## config.mk

```make
export PLATFORM = sky130hd
export DESIGN_NAME = udp_srio_tx_arbiter_flat
export DESIGN_NICKNAME = d
export VERILOG_FILES = /design/src/rtl/udp_srio_tx_arbiter_if.sv /design/src/rtl/udp_srio_tx_arbiter.sv /design/src/flat_wrapper.sv
export SDC_FILE = /design/constraint.sdc
export NUM_CORES = 1
export LEC_CHECK = 0
export CAP_MARGIN = 5
export CORE_MARGIN = 2
export CORE_UTILIZATION = 33
export DETAILED_ROUTE_END_ITERATION = 12
export GPL_ROUTABILITY_DRIVEN = 1
export PLACE_DENSITY = 0.78
export SLEW_MARGIN = 10
export SYNTH_ARGS = -nofsm -noshare
export SYNTH_HDL_FRONTEND = slang
export SYNTH_SLANG_ARGS = --single-unit
```

## constraint.sdc

```tcl
create_clock -name clk -period 2.3 [get_ports clk]
set_input_delay 0.69 -clock clk [delete_from_list [all_inputs] [get_ports clk]]
set_output_delay 0.69 -clock clk [all_outputs]
set_load 0.02 [all_outputs]
```

## src/rtl/udp_srio_tx_arbiter_if.sv

```systemverilog
// Bundle of the per-source UDP streams and the shared SRIO egress stream.
// The master modport is the traffic side (sources plus downstream sink);
// the slave modport is the arbiter's view of the same wires.
interface udp_srio_tx_arbiter_if #(
  parameter int NUM_SRC = 2
);
  logic [32*NUM_SRC-1:0] s_tdata;
  logic [NUM_SRC-1:0]    s_tvalid;
  logic [NUM_SRC-1:0]    s_tfirst;
  logic [4*NUM_SRC-1:0]  s_tkeep;
  logic [NUM_SRC-1:0]    s_tlast;
  logic [16*NUM_SRC-1:0] s_length;
  logic [NUM_SRC-1:0]    s_tready;

  logic [31:0]           m_tdata;
  logic                  m_tvalid;
  logic                  m_tfirst;
  logic [3:0]            m_tkeep;
  logic                  m_tlast;
  logic [15:0]           m_length;
  logic [2:0]            m_src_id;
  logic                  m_tready;

  modport slave (
    input  s_tdata, s_tvalid, s_tfirst, s_tkeep, s_tlast, s_length, m_tready,
    output s_tready, m_tdata, m_tvalid, m_tfirst, m_tkeep, m_tlast, m_length, m_src_id
  );

  modport master (
    output s_tdata, s_tvalid, s_tfirst, s_tkeep, s_tlast, s_length, m_tready,
    input  s_tready, m_tdata, m_tvalid, m_tfirst, m_tkeep, m_tlast, m_length, m_src_id
  );
endinterface

```

## src/rtl/udp_srio_tx_arbiter.sv

```systemverilog
// Packet-granular round-robin arbiter: NUM_SRC 32-bit UDP streams share one
// SRIO egress path. The grant is locked for a whole packet, the winner's
// length and source index travel with the data, and a stall watchdog closes
// out a packet whose source stops mid-packet.
module udp_srio_tx_arbiter #(
  parameter int NUM_SRC     = 2,
  parameter int TIMEOUT_CYC = 1024
) (
  input  logic                  clk,
  input  logic                  reset,
  udp_srio_tx_arbiter_if.slave  bus,
  output logic [15:0]           pkt_count_o,
  output logic                  timeout_err_o,
  output logic                  drop_beat_o
);

  localparam int IDX_W = (NUM_SRC > 1) ? $clog2(NUM_SRC) : 1;
  localparam int WD_W  = $clog2(TIMEOUT_CYC);

  typedef enum logic [1:0] {
    IDLE  = 2'd0,
    XFER  = 2'd1,
    ABORT = 2'd2
  } state_t;

  state_t           state_q, state_d;
  logic [IDX_W-1:0] grant_q, grant_d;
  logic [IDX_W-1:0] rr_q, rr_d;
  logic [2:0]       src_id_q, src_id_d;
  logic [15:0]      length_q, length_d;
  logic [15:0]      pkt_count_q, pkt_count_d;
  logic [WD_W-1:0]  wd_q, wd_d;
  logic             timeout_err_q, timeout_err_d;
  logic             drop_beat_q, drop_beat_d;

  logic [NUM_SRC-1:0] req;
  logic [NUM_SRC-1:0] orphan;
  logic [IDX_W-1:0]   win;
  logic               win_vld;
  logic [15:0]        win_len;

  logic [31:0] g_data;
  logic [3:0]  g_keep;
  logic        g_valid, g_first, g_last;

  // A new packet is a valid first beat; a valid non-first beat seen while idle
  // has no owner (e.g. the tail of an aborted packet) and is swallowed.
  assign req    = bus.s_tvalid & bus.s_tfirst;
  assign orphan = bus.s_tvalid & ~bus.s_tfirst & {NUM_SRC{~reset}};

  assign bus.m_length  = length_q;
  assign bus.m_src_id  = src_id_q;
  assign pkt_count_o   = pkt_count_q;
  assign timeout_err_o = timeout_err_q;
  assign drop_beat_o   = drop_beat_q;

  // Round-robin pick: first requester scanning upward from rr_q+1, wrapping.
  always_comb begin
    int idx;
    idx     = 0;
    win     = '0;
    win_vld = 1'b0;
    win_len = '0;
    for (int k = 1; k <= NUM_SRC; k++) begin
      idx = int'(rr_q) + k;
      if (idx >= NUM_SRC) idx = idx - NUM_SRC;
      for (int i = 0; i < NUM_SRC; i++) begin
        if (!win_vld && (i == idx) && req[i]) begin
          win_vld = 1'b1;
          win     = IDX_W'(i);
          win_len = bus.s_length[16*i +: 16];
        end
      end
    end
  end

  // Select the granted source's stream.
  always_comb begin
    g_data  = '0;
    g_keep  = '0;
    g_valid = 1'b0;
    g_first = 1'b0;
    g_last  = 1'b0;
    for (int i = 0; i < NUM_SRC; i++) begin
      if (grant_q == IDX_W'(i)) begin
        g_data  = bus.s_tdata[32*i +: 32];
        g_keep  = bus.s_tkeep[4*i +: 4];
        g_valid = bus.s_tvalid[i];
        g_first = bus.s_tfirst[i];
        g_last  = bus.s_tlast[i];
      end
    end
  end

  // Next-state and output decode for the IDLE/XFER/ABORT packet FSM.
  always_comb begin
    state_d       = state_q;
    grant_d       = grant_q;
    rr_d          = rr_q;
    src_id_d      = src_id_q;
    length_d      = length_q;
    pkt_count_d   = pkt_count_q;
    wd_d          = wd_q;
    timeout_err_d = 1'b0;
    drop_beat_d   = 1'b0;
    bus.s_tready  = '0;
    bus.m_tdata   = '0;
    bus.m_tvalid  = 1'b0;
    bus.m_tfirst  = 1'b0;
    bus.m_tkeep   = '0;
    bus.m_tlast   = 1'b0;

    unique case (state_q)
      IDLE: begin
        bus.s_tready = orphan;
        drop_beat_d  = |orphan;
        if (win_vld) begin
          grant_d  = win;
          src_id_d = 3'(win);
          length_d = win_len;
          wd_d     = '0;
          state_d  = XFER;
        end
      end

      XFER: begin
        bus.m_tdata  = g_data;
        bus.m_tkeep  = g_keep;
        bus.m_tvalid = g_valid;
        bus.m_tfirst = g_first;
        bus.m_tlast  = g_last;
        for (int i = 0; i < NUM_SRC; i++) begin
          if (grant_q == IDX_W'(i)) bus.s_tready[i] = bus.m_tready;
        end
        if (g_valid && bus.m_tready) begin
          wd_d = '0;
          if (g_last) begin
            state_d     = IDLE;
            rr_d        = grant_q;
            pkt_count_d = pkt_count_q + 16'd1;
          end
        end else if (!g_valid) begin
          // Only a silent source counts toward the watchdog; downstream
          // backpressure is never a stall of the source.
          if (wd_q == WD_W'(TIMEOUT_CYC - 1)) begin
            state_d       = ABORT;
            timeout_err_d = 1'b1;
          end else begin
            wd_d = wd_q + 1'b1;
          end
        end
      end

      ABORT: begin
        // Closing beat with no valid bytes so the receiver can end the packet.
        bus.m_tvalid = 1'b1;
        bus.m_tlast  = 1'b1;
        if (bus.m_tready) begin
          state_d = IDLE;
          rr_d    = grant_q;
        end
      end

      default: state_d = IDLE;
    endcase
  end

  // State and bookkeeping registers.
  always_ff @(posedge clk) begin
    if (reset) begin
      state_q       <= IDLE;
      grant_q       <= '0;
      rr_q          <= IDX_W'(NUM_SRC - 1);
      src_id_q      <= '0;
      length_q      <= '0;
      pkt_count_q   <= '0;
      wd_q          <= '0;
      timeout_err_q <= 1'b0;
      drop_beat_q   <= 1'b0;
    end else begin
      state_q       <= state_d;
      grant_q       <= grant_d;
      rr_q          <= rr_d;
      src_id_q      <= src_id_d;
      length_q      <= length_d;
      pkt_count_q   <= pkt_count_d;
      wd_q          <= wd_d;
      timeout_err_q <= timeout_err_d;
      drop_beat_q   <= drop_beat_d;
    end
  end

endmodule

```

## src/flat_wrapper.sv

```systemverilog
// flat-port wrapper written by rule: the top's interface ports become plain ports
module udp_srio_tx_arbiter_flat 
#(
  parameter int NUM_SRC     = 2,
  parameter int TIMEOUT_CYC = 1024
)
  (clk, reset, pkt_count_o, timeout_err_o, drop_beat_o, bus_s_tdata, bus_s_tvalid, bus_s_tfirst, bus_s_tkeep, bus_s_tlast, bus_s_length, bus_m_tready, bus_s_tready, bus_m_tdata, bus_m_tvalid, bus_m_tfirst, bus_m_tkeep, bus_m_tlast, bus_m_length, bus_m_src_id);
  udp_srio_tx_arbiter_if #(.NUM_SRC(NUM_SRC)) bus_i ();
  input  logic clk;
  input  logic reset;
  output logic [15:0] pkt_count_o;
  output logic timeout_err_o;
  output logic drop_beat_o;
  input wire logic [$bits(bus_i.s_tdata)-1:0] bus_s_tdata;
  input wire logic [$bits(bus_i.s_tvalid)-1:0] bus_s_tvalid;
  input wire logic [$bits(bus_i.s_tfirst)-1:0] bus_s_tfirst;
  input wire logic [$bits(bus_i.s_tkeep)-1:0] bus_s_tkeep;
  input wire logic [$bits(bus_i.s_tlast)-1:0] bus_s_tlast;
  input wire logic [$bits(bus_i.s_length)-1:0] bus_s_length;
  input wire logic [$bits(bus_i.m_tready)-1:0] bus_m_tready;
  output wire logic [$bits(bus_i.s_tready)-1:0] bus_s_tready;
  output wire logic [$bits(bus_i.m_tdata)-1:0] bus_m_tdata;
  output wire logic [$bits(bus_i.m_tvalid)-1:0] bus_m_tvalid;
  output wire logic [$bits(bus_i.m_tfirst)-1:0] bus_m_tfirst;
  output wire logic [$bits(bus_i.m_tkeep)-1:0] bus_m_tkeep;
  output wire logic [$bits(bus_i.m_tlast)-1:0] bus_m_tlast;
  output wire logic [$bits(bus_i.m_length)-1:0] bus_m_length;
  output wire logic [$bits(bus_i.m_src_id)-1:0] bus_m_src_id;
  assign bus_i.s_tdata = bus_s_tdata;
  assign bus_i.s_tvalid = bus_s_tvalid;
  assign bus_i.s_tfirst = bus_s_tfirst;
  assign bus_i.s_tkeep = bus_s_tkeep;
  assign bus_i.s_tlast = bus_s_tlast;
  assign bus_i.s_length = bus_s_length;
  assign bus_i.m_tready = bus_m_tready;
  assign bus_s_tready = bus_i.s_tready;
  assign bus_m_tdata = bus_i.m_tdata;
  assign bus_m_tvalid = bus_i.m_tvalid;
  assign bus_m_tfirst = bus_i.m_tfirst;
  assign bus_m_tkeep = bus_i.m_tkeep;
  assign bus_m_tlast = bus_i.m_tlast;
  assign bus_m_length = bus_i.m_length;
  assign bus_m_src_id = bus_i.m_src_id;
  udp_srio_tx_arbiter #(.NUM_SRC(NUM_SRC), .TIMEOUT_CYC(TIMEOUT_CYC)) u_core (.clk(clk), .reset(reset), .bus(bus_i), .pkt_count_o(pkt_count_o), .timeout_err_o(timeout_err_o), .drop_beat_o(drop_beat_o));
endmodule
```

=== Word-level counts from Yosys, hierarchy flattened ===
Index checks and enable logic that the tools add are counted.

* Flip-flop bits (word level): 48
* Bits of input ports: 113
* Output and inout bits: 78
* Word-level logic and storage cells: 103

* $add $sub $neg: 6
* $lt $le $gt $ge: 2
* Equal/unequal tests: 13
* Muxes and demuxes: 43
* Bitwise logic cells: 7
* Reductions and logical operators: 24

{| class="wikitable"
|+ Operator list
! kind !! count
|-
| $mux W32 || 4
|-
| $eq A2 B32 Y1 const A || 2
|-
| $ge A32 B3 Y1 const B || 2
|-
| $logic_not A32 Y1 || 2
|-
| $mux W16 || 4
|-
| $sub A32 B3 Y32 const B || 2
|-
| $mux W10 || 4
|-
| $pmux W10 S2 || 1
|-
| $mux W1 || 17
|-
| $add A16 B1 Y16 const B || 1
|-
| $mux W2 || 6
|-
| $add A10 B1 Y10 const B || 1
|-
| $eq A10 B10 Y1 const B || 1
|-
| $logic_and A1 B1 Y1 || 8
|-
| $mux W4 || 2
|-
| $reduce_and A4 Y1 || 2
|-
| $and A2 B2 Y2 || 3
|-
| $ne A2 B1 Y1 const B || 3
|-
| $ne A3 B2 Y1 const B || 2
|-
| $pmux W1 S2 || 3
|-
| $pmux W2 S3 || 1
|-
| $reduce_and A5 Y1 || 1
|-
| $pmux W2 S2 || 1
|-
| $reduce_bool A2 Y1 || 2
|-
| other kinds (15) || 20
|}

=== Depth between registers and ports, before layout ===
Gate-level depths: netlist of the first run.

* Word-level depth: 20
* Depth in mapped cells: 9
* Depth with buffers taken out: 7

=== Worst setup path after synthesis of the first run ===
Ideal clock, no wire load.

* Kind: reg2out
* From: reg u_core.state_q[1]
* To: out bus_m_tdata[10]
* Arrival time: 1.605 ns
* Required time: 1.610 ns
* Setup slack: 0.005 ns
* Stages on the path, launching flop included: 8
* Buffers on the path: 3
* Cells stage by stage: dfxtp_1 -> inv_1 -> ha_1 -> buf_2 -> inv_1 -> clkbuf_1 -> buf_1 -> nor2_1

* Cells in the longest elaborated chain, start to end: 2

{| class="wikitable"
|+ RTL lines
! item !! line !! text
|-
| start, declared || udp_srio_tx_arbiter.sv:26 || <nowiki>state_t state_q, state_d;</nowiki>
|-
| start signal, assigned || udp_srio_tx_arbiter.sv:181 || <nowiki>state_q <= state_d;</nowiki>
|-
| $eq A2 B1 Y1 || udp_srio_tx_arbiter.sv:113 || <nowiki>unique case (state_q)</nowiki>
|-
| $mux W32 || udp_srio_tx_arbiter.sv:113 ||
|-
| end, declared || flat_wrapper.sv:22 || <nowiki>output wire logic [$bits(bus_i.m_tdata)-1:0] bus_m_tdata;</nowiki>
|}

Every way passes these cells.

=== Worst setup path in the final report of the first run ===
* From: in reset
* To: out bus_s_tready[0]

* Cells in the longest elaborated chain, start to end: 3

{| class="wikitable"
|+ RTL lines
! item !! line !! text
|-
| start, declared || flat_wrapper.sv:10 || <nowiki>input logic reset;</nowiki>
|-
| $not A1 Y1 || udp_srio_tx_arbiter.sv:49 || <nowiki>assign orphan = bus.s_tvalid & ~bus.s_tfirst & {NUM_SRC{~reset}};</nowiki>
|-
| $and A2 B2 Y2 || udp_srio_tx_arbiter.sv:49 ||
|-
| $pmux W2 S2 || udp_srio_tx_arbiter.sv:113 ||
|-
| end, declared || flat_wrapper.sv:21 || <nowiki>output wire logic [$bits(bus_i.s_tready)-1:0] bus_s_tready;</nowiki>
|}

Every way passes these cells.

==> run_results.csv, run 1 <==
group,metric,value,unit
drt,wl_per_cell,15.9,um
global_routing,grt_pass1_vias,3487,
cts,path_clk_slew,0.08,ns
sta,fin_hold_ws,0.495,ns
sta,finalCritPeriodShare,0.989,
drt,ant_nets,0,
synthesis,avgSynthCellArea,8.31,um^2
sta,fin_crit,2.27,ns
power,power.density,636,mW/mm^2
sta,tns,0,ns
power,vdd_drop_max,278,uV
cts,htreeDepth,2,
setup_path,cp.depth,4,
place,gp_congestion,0.803,
cts,clockBufferDepth,2,
floorplanning,io_pins,191,
cells_and_area,diodes,0,
setup_path,path_buf_inv,2,
setup_path,critPathCaptureType,"output port",
cells_and_area,syn_to_final_growth,78.5,%
setup_path,cp-start-kind,"primary input",
floorplanning,die_w,96.9,um
floorplanning,start_util,0.343,
sta,grt_setup_unrepaired,"no",
setup_path,critPathMaxFanout,4,
worst_hold_path,min-delay-start,"u_core.state_q[0]",
global_routing,grt_pass1_wl,16.8,mm
setup_path,crit_path_end,"bus_s_tready[0]",
global_routing,overflow,0,
global_routing,grt_max_degree,42,
setup_path,cp-startpoint,"reset",
sta,slew_headroom,0.562,
drt,firstDrtPassIters,5,
place,place_hpwl,8.19,mm
cts,clk_latency,0.29,ns
cells_and_area,layout.cells.most_common_list,"clkdlybuf4s50_1, nor2_1, dfxtp_1",
drt,via_per_inst,5.08,
setup_path,cp_top_family,"buffers and inverters",
synthesis,ys_warn_count,0,
synthesis,synth_area,0.00285,mm^2
cts,cts_tree,"done",
synthesis,synth_edf_count,0,
drt,drc,0,
cts,ctsRootBufferMaster,"clkbuf_8",
flow_run,cap_violations,0,
floorplanning,die_height,96.9,um
setup_path,crit_path_cell_trace,"clkdlybuf4s50_1 -> nand2b_4 -> o22ai_2 -> buf_4",
cells_and_area,layout_commonest_cell,"clkdlybuf4s50_1",
place,port_buffers,188,
setup_path,reg2reg_depth,10,
floorplanning,core-area,0.00830,mm^2
drt,wl,10.5,mm
setup_path,crit_type,"in -> out",
sta,max_clock_freq,440,MHz
drt,drt_iter0_drc,175,
sta,setup_violations,0,
setup_path,crit_required,1.61,ns
floorplanning,die-area,0.00939,mm^2
drt,vias,3348,
setup_path,r2r_end,"u_core.wd_q[7]",
cts,clock_sinks,48,
setup_path,r2r_slack,0.15,ns
cells_and_area,drive_above_1_share,0.200,
global_routing,grt_usage,0.215,
sta,drv_slew,0,
setup_path,cp.arrival,1.58,ns
status,status,"finished clean",
power,power_leakage,1.98,nW
worst_hold_path,min_path_type,"reg -> reg",
synthesis,ys_seq_area_frac,0.337,
cts,numCtsBuffers,5,
synthesis,ys_seq_elements,48,
synthesis,synth_flop_cell,"dfxtp_1",
sta,clock_skew,0.00472,ns
cells_and_area,final_cells,659,
setup_path,reg2reg_from,"u_core.state_q[1]",
setup_path,slowest_stage,"clkdlybuf4s50_1",
setup_path,cp_slowest_stage_delay,0.50,ns
sta,worstMarginPinSlew,0.640,ns
synthesis,netlist_instances,343,
worst_hold_path,hold_depth,2,
synthesis,synth_cell_types,48,
cells_and_area,finalNetCount,673,
synthesis,synthArstFlopShare,0,
floorplanning,fp-row-count,33,
global_routing,grt_antenna_before_repair,0,
sta,hold_viol_final,0,
cts,hold_buffers,0,
place,dp.cells,651,
cell usage after synthesis, drive strengths merged (2+ instances only):
cell type | instances | area [um^2]
mux2i | 42 | 424
ha | 5 | 62.6
a222oi | 16 | 160
nand4 | 3 | 25.0
inv | 6 | 22.5
nor4 | 10 | 75.1
clkbuf | 14 | 52.6
a21oi | 12 | 63.8
o21ai | 8 | 40.0
nand3 | 10 | 50.1
and3 | 3 | 18.8
mux2 | 2 | 26.3
o31ai | 3 | 22.5
nand2b | 5 | 31.3
nand2 | 19 | 71.3
and4 | 2 | 17.5
buf | 10 | 62.6
dfxtp | 48 | 961
xnor2 | 16 | 140
nor2 | 77 | 289
nor3 | 5 | 25.0
a211oi | 2 | 15.0
and2 | 2 | 12.5
or4 | 2 | 15.0
a2111oi | 2 | 17.5
or3 | 5 | 31.3
layer usage:
metal,vias up,wire [um],global-route usage
li1,1653,-,-
met1,1556,4160,0.245
met2,124,5360,0.391
met4,0,235,0.0596
met3,15,753,0.0600
met5,-,0,0
per-stage QoR:
stage	worst slack (ns)	total power, mW	utilization	cell area, um^2
6_report	0.0258	3.24	0.613	5080
5_1_grt	0.000285	3.41	0.613	5080
4_1_cts	0.000746	3.33	0.632	5240
3_5_place_dp	-0.670	2.76	0.615	5100
3_3_place_gp	-0.666	2.73	0.615	5100
2_1_floorplan	0.00488	1.81	-	2850
where the power goes:
part / leakage, nW / total, mW / internal [mW] / switching, mW
clock network: 0.0501 / 0.581 / 0.312 / 0.268
registers: 0.390 / 0.926 / 0.887 / 0.0389
logic: 1.54 / 1.73 / 0.805 / 0.924
total: 1.98 / 3.24 / 2.00 / 1.23
flip-flops by register name, indices dropped and copies added (netlist names):
name	count
u_core.wd_q	10
u_core.state_q	2
u_core.pkt_count_o	16
u_core.bus.m_src_id	1
u_core.bus.m_length	16
u_core.rr_q	1
u_core.timeout_err_o	1
u_core.drop_beat_o	1
worst reg2reg max path, delay by kind of cell, from the launching register on:
family                     cells  cell delay (ns)
AOI/OAI and AO/OA              2             0.64
xor gates and xnor gates       1             0.20
adders and majority gates      1             0.18
buffers and inverters          5             0.64
DFF                            1             0.34
and+or+nand+nor                1             0.05
logic make-up (layout without fill, tap and decap cells):
kind of cell               Yosys count  count (layout)  share of synthesized area
buffers and inverters               30             240                     0.0483
AOI/OAI and AO/OA                   54              54                      0.146
DFF                                 48              48                      0.337
muxes                               44              44                      0.158
and+or+nand+nor                    144             144                      0.235
other                                1               2                    0.00132
adders and majority gates            5               5                     0.0220
xor gates and xnor gates            17              17                     0.0523
worst min path at each step:
| stage | end | slack [ns] |
|---|---|---|
| floorplan | u_core.wd_q[6] | 0.46 |
| global placement | u_core.state_q[0] | 0.48 |
| detailed placement | u_core.state_q[0] | 0.49 |
| CTS | u_core.state_q[0] | 0.51 |
| global route | u_core.pkt_count_o[3] | 0.53 |
| finish | u_core.state_q[0] | 0.49 |
repair_timing:
item	4_1_cts	5_1_grt
gates resized for setup	147	46
endpoints found under the hold margin	0	0
setup buffers	2	0
pin swaps	3	4
setup endpoints to repair	45	42
layout make-up:
type / instances / area (um^2)
clock buffer: 5 / 68.8
clock inverter: 1 / 30.0
fill: 729 / 3210
inverter: 6 / 22.5
multi-input combinational: 266 / 1810
sequential: 48 / 963
tap: 105 / 131
timing repair buffer: 228 / 2060
No activity file was read; power rests on OpenSTA's default activity.
==> run 2, diff against run 1 <==
CORE_MARGIN = 5   (was 2)
CTS_BUF_LIST = sky130_fd_sc_hd__clkbuf_8   (was default)
MAX_ROUTING_LAYER = met4   (was default)
==> run_results.csv, run 2 (synthesized netlist as in run 1, its figures left out) <==
group,metric,value,unit
status,status,"finished clean",
cts,htreeDepth,2,
global_routing,grt_max_degree,42,
setup_path,cp_top_family,"buffers and inverters",
floorplanning,die_w,103,um
floorplanning,io_pins,191,
flow_run,cap_violations,0,
floorplanning,die-area,0.0106,mm^2
cts,cts_tree,"done",
cells_and_area,finalNetCount,676,
setup_path,reg2reg_depth,6,
power,vdd_drop_max,292,uV
place,gp_congestion,0.808,
power,power_leakage,2.03,nW
drt,drc,0,
drt,vias,3369,
cts,clock_sinks,48,
setup_path,cp_slowest_stage_delay,0.46,ns
drt,via_per_inst,5.07,
cts,path_clk_slew,0.09,ns
setup_path,r2r_slack,0.20,ns
sta,worstMarginPinSlew,0.619,ns
worst_hold_path,min-delay-start,"u_core.wd_q[3]",
power,combPwrFrac,0.537,
drt,wl,10.9,mm
setup_path,critPathCaptureType,"output port",
cells_and_area,seq_area,965,um^2
cells_and_area,multiInputGateArea,0.00181,mm^2
floorplanning,fp-row-count,33,
sta,setup_violations,0,
worst_hold_path,min_path_type,"reg -> reg",
power,p_int,2.11,mW
setup_path,reg2reg_from,"u_core.bus.m_src_id[0]",
cells_and_area,layout_commonest_cell,"clkdlybuf4s50_1",
place,place_hpwl,8.49,mm
sta,slew_headroom,0.584,
setup_path,slowest_stage,"clkdlybuf4s50_1",
setup_path,r2r_end,"u_core.wd_q[8]",
cells_and_area,final_util,0.623,
global_routing,grt_pass1_wl,16.8,mm
drt,wl_per_cell,16.4,um
sta,clock_skew,0.0101,ns
global_routing,overflow,0,
cts,clk_latency,0.30,ns
drt,firstDrtPassIters,6,
cells_and_area,layout.cells.most_common_list,"clkdlybuf4s50_1, nor2_1, dfxtp_1",
cts,clockBufferDepth,2,
setup_path,crit_path_cell_trace,"clkdlybuf4s50_1 -> mux2i_1 -> nor2_1 -> clkdlybuf4s15_2",
global_routing,grt_antenna_before_repair,0,
cts,ctsRootBufferMaster,"clkbuf_8",
setup_path,cp-start-kind,"primary input",
global_routing,grt_pass1_vias,3470,
power,power_frac_seq,0.272,
sta,grt_setup_unrepaired,"no",
drt,ant_nets,0,
cells_and_area,drive_above_1_share,0.202,
setup_path,path_buf_inv,2,
cts,numCtsBuffers,5,
floorplanning,die_height,103,um
worst_hold_path,hold_path_end,"u_core.wd_q[3]",
setup_path,cp.arrival,1.57,ns
setup_path,critPathMaxFanout,1,
floorplanning,start_util,0.343,
global_routing,grt_usage,0.207,
power,switching_share,0.378,
sta,drv_slew,0,
cells_and_area,nFillCells,709,
sta,max_clock_freq,442,MHz
place,port_buffers,188,
worst_hold_path,hold_depth,2,
power,pwr-share-clk,0.191,
cells_and_area,diodes,0,
cells_and_area,syn_to_final_growth,81.6,%
setup_path,crit_type,"in -> out",
power,power.density,655,mW/mm^2
drt,drt_iter0_drc,135,
floorplanning,core-area,0.00830,mm^2
setup_path,crit_required,1.61,ns
sta,fin_hold_ws,0.511,ns
sta,finalCritPeriodShare,0.984,
sta,fin_crit,2.26,ns
sta,hold_viol_final,0,
power,switching_power,1.28,mW
[run 2: metrics by stage]
stage | total power, mW | setup slack (ns) | TNS (ns) | cell area (um^2) | std cells
2_1_floorplan | 1.81 | 0.00488 | 0 | 2850 | 344
3_3_place_gp | 2.74 | -0.648 | -16.70 | 5090 | 652
3_5_place_dp | 2.75 | -0.666 | -19.15 | 5090 | 652
4_1_cts | 3.37 | 0.00175 | 0 | 5260 | 660
5_1_grt | 3.59 | 0.000254 | 0 | 5170 | 664
6_report | 3.39 | 0.0364 | 0 | 5170 | 664
[run 2: worst max path at each step]
stage	slack (ns)	cells after the start	start	to
2_1_floorplan	0.005	7	u_core.state_q[1]	bus_m_tdata[10]
3_3_place_gp	-0.65	5	bus_s_tvalid[0]	bus_m_tvalid
3_5_place_dp	-0.67	5	bus_s_tvalid[1]	bus_m_tvalid
4_1_cts	0.002	4	bus_s_tdata[53]	bus_m_tdata[21]
5_1_grt	0.0003	4	bus_s_tdata[20]	bus_m_tdata[20]
6_report	0.04	4	bus_s_tdata[49]	bus_m_tdata[17]
[run 2: layout make-up]
| cell class | instances | area share |
|---|---|---|
| Timing Repair Buffer | 230 | 0.411 |
| Multi-Input combinational cell | 267 | 0.349 |
| Clock inverter | 2 | 0.00750 |
| Inverter | 6 | 0.00484 |
| Sequential cell | 48 | 0.186 |
| Clock buffer | 6 | 0.0160 |
| Tap cell | 105 | 0.0254 |
[run 2: layer usage]
metal,wire (um),vias to the layer above,GRT usage
met1,4270,1551,0.244
met4,168,0,0.0518
li1,-,1662,-
met2,5690,144,0.356
met3,790,12,0.0460
met5,0,-,-
[run 2: what timing repair did]
| item | in CTS | in global routing |
|---|---|---|
| hold buffers | 0 | 0 |
| gates resized for setup | 153 | 43 |
| cloned | 0 | 3 |
| endpoints found under the setup margin | 45 | 43 |
| pin swaps | 3 | 3 |
| buffers inserted | 0 | 1 |
[run 2: worst register-to-register path, stage by stage (launching register included)]
cell     delay (ns)
dfxtp_4        0.39
buf_4          0.24
mux2i_2        0.37
nor2_1         0.13
a211o_2        0.33
or4_1          0.42
a21oi_1        0.14
[run 2: power groups by stage]
stage / clock, mW / sequential [mW] / combinational, mW
6_report: 0.648 / 0.923 / 1.82
5_1_grt: 0.710 / 0.931 / 1.95
4_1_cts: 0.667 / 0.924 / 1.78
3_5_place_dp: 0 / 0.940 / 1.81
3_3_place_gp: 0 / 0.939 / 1.80
2_1_floorplan: 0 / 0.981 / 0.828
==> run 3, diff against run 2 <==
CORE_ASPECT_RATIO = 1.4   (was default)
CORE_UTILIZATION = 37   (was 33)
PLACE_DENSITY = 0.83   (was 0.78)
clock period = 2.2 ns   (was 2.3 ns; I/O delays follow)
==> run_results.csv, run 3 (synthesized netlist as in run 1, its figures left out) <==
group,metric,value,unit
cts,numCtsBuffers,5,
power,power.density,665,mW/mm^2
setup_path,crit_type,"reg -> out",
power,pwr-share-clk,0.162,
cts,cts_tree,"done",
setup_path,r2r_slack,0.14,ns
global_routing,overflow,0,
drt,wl_per_cell,16.8,um
floorplanning,start_util,0.372,
power,vdd_drop_max,409,uV
drt,firstDrtPassIters,6,
cts,clock_sinks,48,
place,port_buffers,188,
sta,fin_crit,2.21,ns
setup_path,critPathMaxFanout,4,
sta,fin_ws,-0.00856,ns
floorplanning,die-area,0.00958,mm^2
power,switching_share,0.391,
drt,drc,0,
setup_path,cp_slowest_stage_delay,0.35,ns
setup_path,crit_path_cell_trace,"buf_6 -> mux2_4 -> a21o_1 -> and2_4 -> buf_6",
sta,drv_slew,0,
cts,htreeDepth,2,
sta,finalCritPeriodShare,1.00,
drt,via_per_inst,5.22,
global_routing,grt_max_degree,42,
cells_and_area,layout_commonest_cell,"clkdlybuf4s50_1",
setup_path,crit_top_cell,"buf_6",
floorplanning,die_height,114,um
drt,ant_nets,0,
power,power_frac_seq,0.278,
power,switching_power,1.36,mW
setup_path,cp.depth,5,
cells_and_area,layout.cells.most_common_list,"clkdlybuf4s50_1, nor2_1, dfxtp_1",
sta,fin_hold_ws,0.510,ns
cells_and_area,nFillCells,617,
worst_hold_path,hold_depth,2,
status,status,"finished, violations left",
setup_path,cp-start-kind,"flop",
global_routing,grt_antenna_before_repair,1,
setup_path,cp-startpoint,"u_core.bus.m_src_id[0]",
sta,clock_skew,0.00495,ns
global_routing,grt_pass1_wl,17.3,mm
sta,setup_violations,2,
setup_path,reg2reg_depth,7,
setup_path,reg2reg_from,"u_core.bus.m_src_id[0]",
floorplanning,core-area,0.00765,mm^2
drt,drt_iter0_drc,227,
power,combPwrFrac,0.560,
global_routing,grt_pass1_vias,3589,
floorplanning,io_pins,191,
drt,vias,3473,
place,dpl_worst_slack,-0.718,ns
status,violations,"setup timing",
cts,hold_buffers,0,
place,place_hpwl,8.65,mm
setup_path,critPathCaptureType,"output port",
cts,path_clk_slew,0.09,ns
setup_path,cp_top_family,"flip-flops",
power,power_leakage,2.07,nW
power,p_int,2.11,mW
flow_run,cap_violations,0,
setup_path,r2r_end,"u_core.wd_q[6]",
sta,hold_viol_final,0,
setup_path,slowest_stage,"dfxtp_4",
setup_path,crit_required,1.54,ns
place,gp_congestion,0.842,
cts,clk_latency,0.30,ns
floorplanning,fp-row-count,38,
cts,clockBufferDepth,2,
floorplanning,die_w,84.2,um
cells_and_area,drive_above_1_share,0.218,
drt,wl,11.2,mm
global_routing,grt_usage,0.230,
cts,ctsRootBufferMaster,"clkbuf_8",
cells_and_area,final_util,0.683,
cells_and_area,syn_to_final_growth,83.5,%
cells_and_area,finalNetCount,681,
worst_hold_path,min_path_type,"reg -> reg",
setup_path,path_buf_inv,2,
setup_path,cp.arrival,1.55,ns
sta,max_clock_freq,453,MHz
sta,grt_setup_unrepaired,"yes",
setup_path,crit_path_end,"bus_m_tvalid",
run 3: changes by cell type in the layout (fill, tap and decap cells not counted), moves of 2 or more:
cell | previous run | this run
buf_16 | 0 | 2
buf_12 | 4 | 6
clkbuf_2 | 6 | 1
dfxtp_1 | 47 | 45
buf_2 | 27 | 37
buf_4 | 37 | 39
clkbuf_16 | 2 | 0
clkdlybuf4s15_2 | 5 | 0
dfxtp_2 | 0 | 2
run 3: how the worst min path moves through the flow:
stage | from | end | slack, ns
finish | u_core.wd_q[6] | u_core.wd_q[6] | 0.51
global route | u_core.wd_q[6] | u_core.wd_q[6] | 0.54
CTS | u_core.wd_q[6] | u_core.wd_q[6] | 0.50
detailed placement | u_core.wd_q[6] | u_core.wd_q[6] | 0.48
global placement | u_core.state_q[0] | u_core.state_q[0] | 0.48
floorplan | u_core.wd_q[6] | u_core.wd_q[6] | 0.46
run 3: layer usage:
metal	up-vias	track usage	wire (um)
met5	-	-	0
met4	0	0.0858	366
met3	26	0.0499	699
met2	162	0.429	6050
met1	1609	0.232	4050
li1	1676	-	-
run 3: tightest hold or removal path, delay by kind of cell, from the launching register on:
kind | cells | cell delay, ns
flip-flops | 1 | 0.34
AO/OA/AOI/OAI | 2 | 0.13
run 3: area by class of cell:
type / instances / area [um^2] / share of cell area
antenna: 1 / 2.50 / 0.000479
clock inverter: 2 / 13.8 / 0.00263
inverter: 6 / 25.0 / 0.00479
sequential: 48 / 967 / 0.185
tap: 100 / 125 / 0.0239
timing repair buffer: 235 / 2160 / 0.414
multi-input combinational: 267 / 1850 / 0.354
clock buffer: 6 / 82.6 / 0.0158
run 3: metrics by stage:
step / power [mW] / area, um^2 / setup TNS, ns / instances
final: 3.47 / 5230 / -0.00995 / 665
after global routing: 3.65 / 5230 / -0.0662 / 665
after CTS: 3.49 / 5220 / 0 / 664
after detailed placement: 2.91 / 5140 / -23.17 / 651
after global placement: 2.89 / 5140 / -20.86 / 651
after floorplan: 1.90 / 2860 / 0 / 344
run 3: power by group through the flow:
| stage | Sequential [mW] | Clock, mW | Combinational (mW) |
|---|---|---|---|
| finish | 0.966 | 0.564 | 1.94 |
| global route | 0.973 | 0.611 | 2.07 |
| CTS | 0.966 | 0.581 | 1.95 |
| detailed placement | 0.982 | 0 | 1.93 |
| global placement | 0.978 | 0 | 1.91 |
| floorplan | 1.03 | 0 | 0.873 |
run 3: what timing repair did:
action                     4_1_cts  5_1_grt
pin swaps                        4        4
setup endpoints to repair       49       24
cloned                           3        0
setup buffers                    2        0
resized for setup              192       22
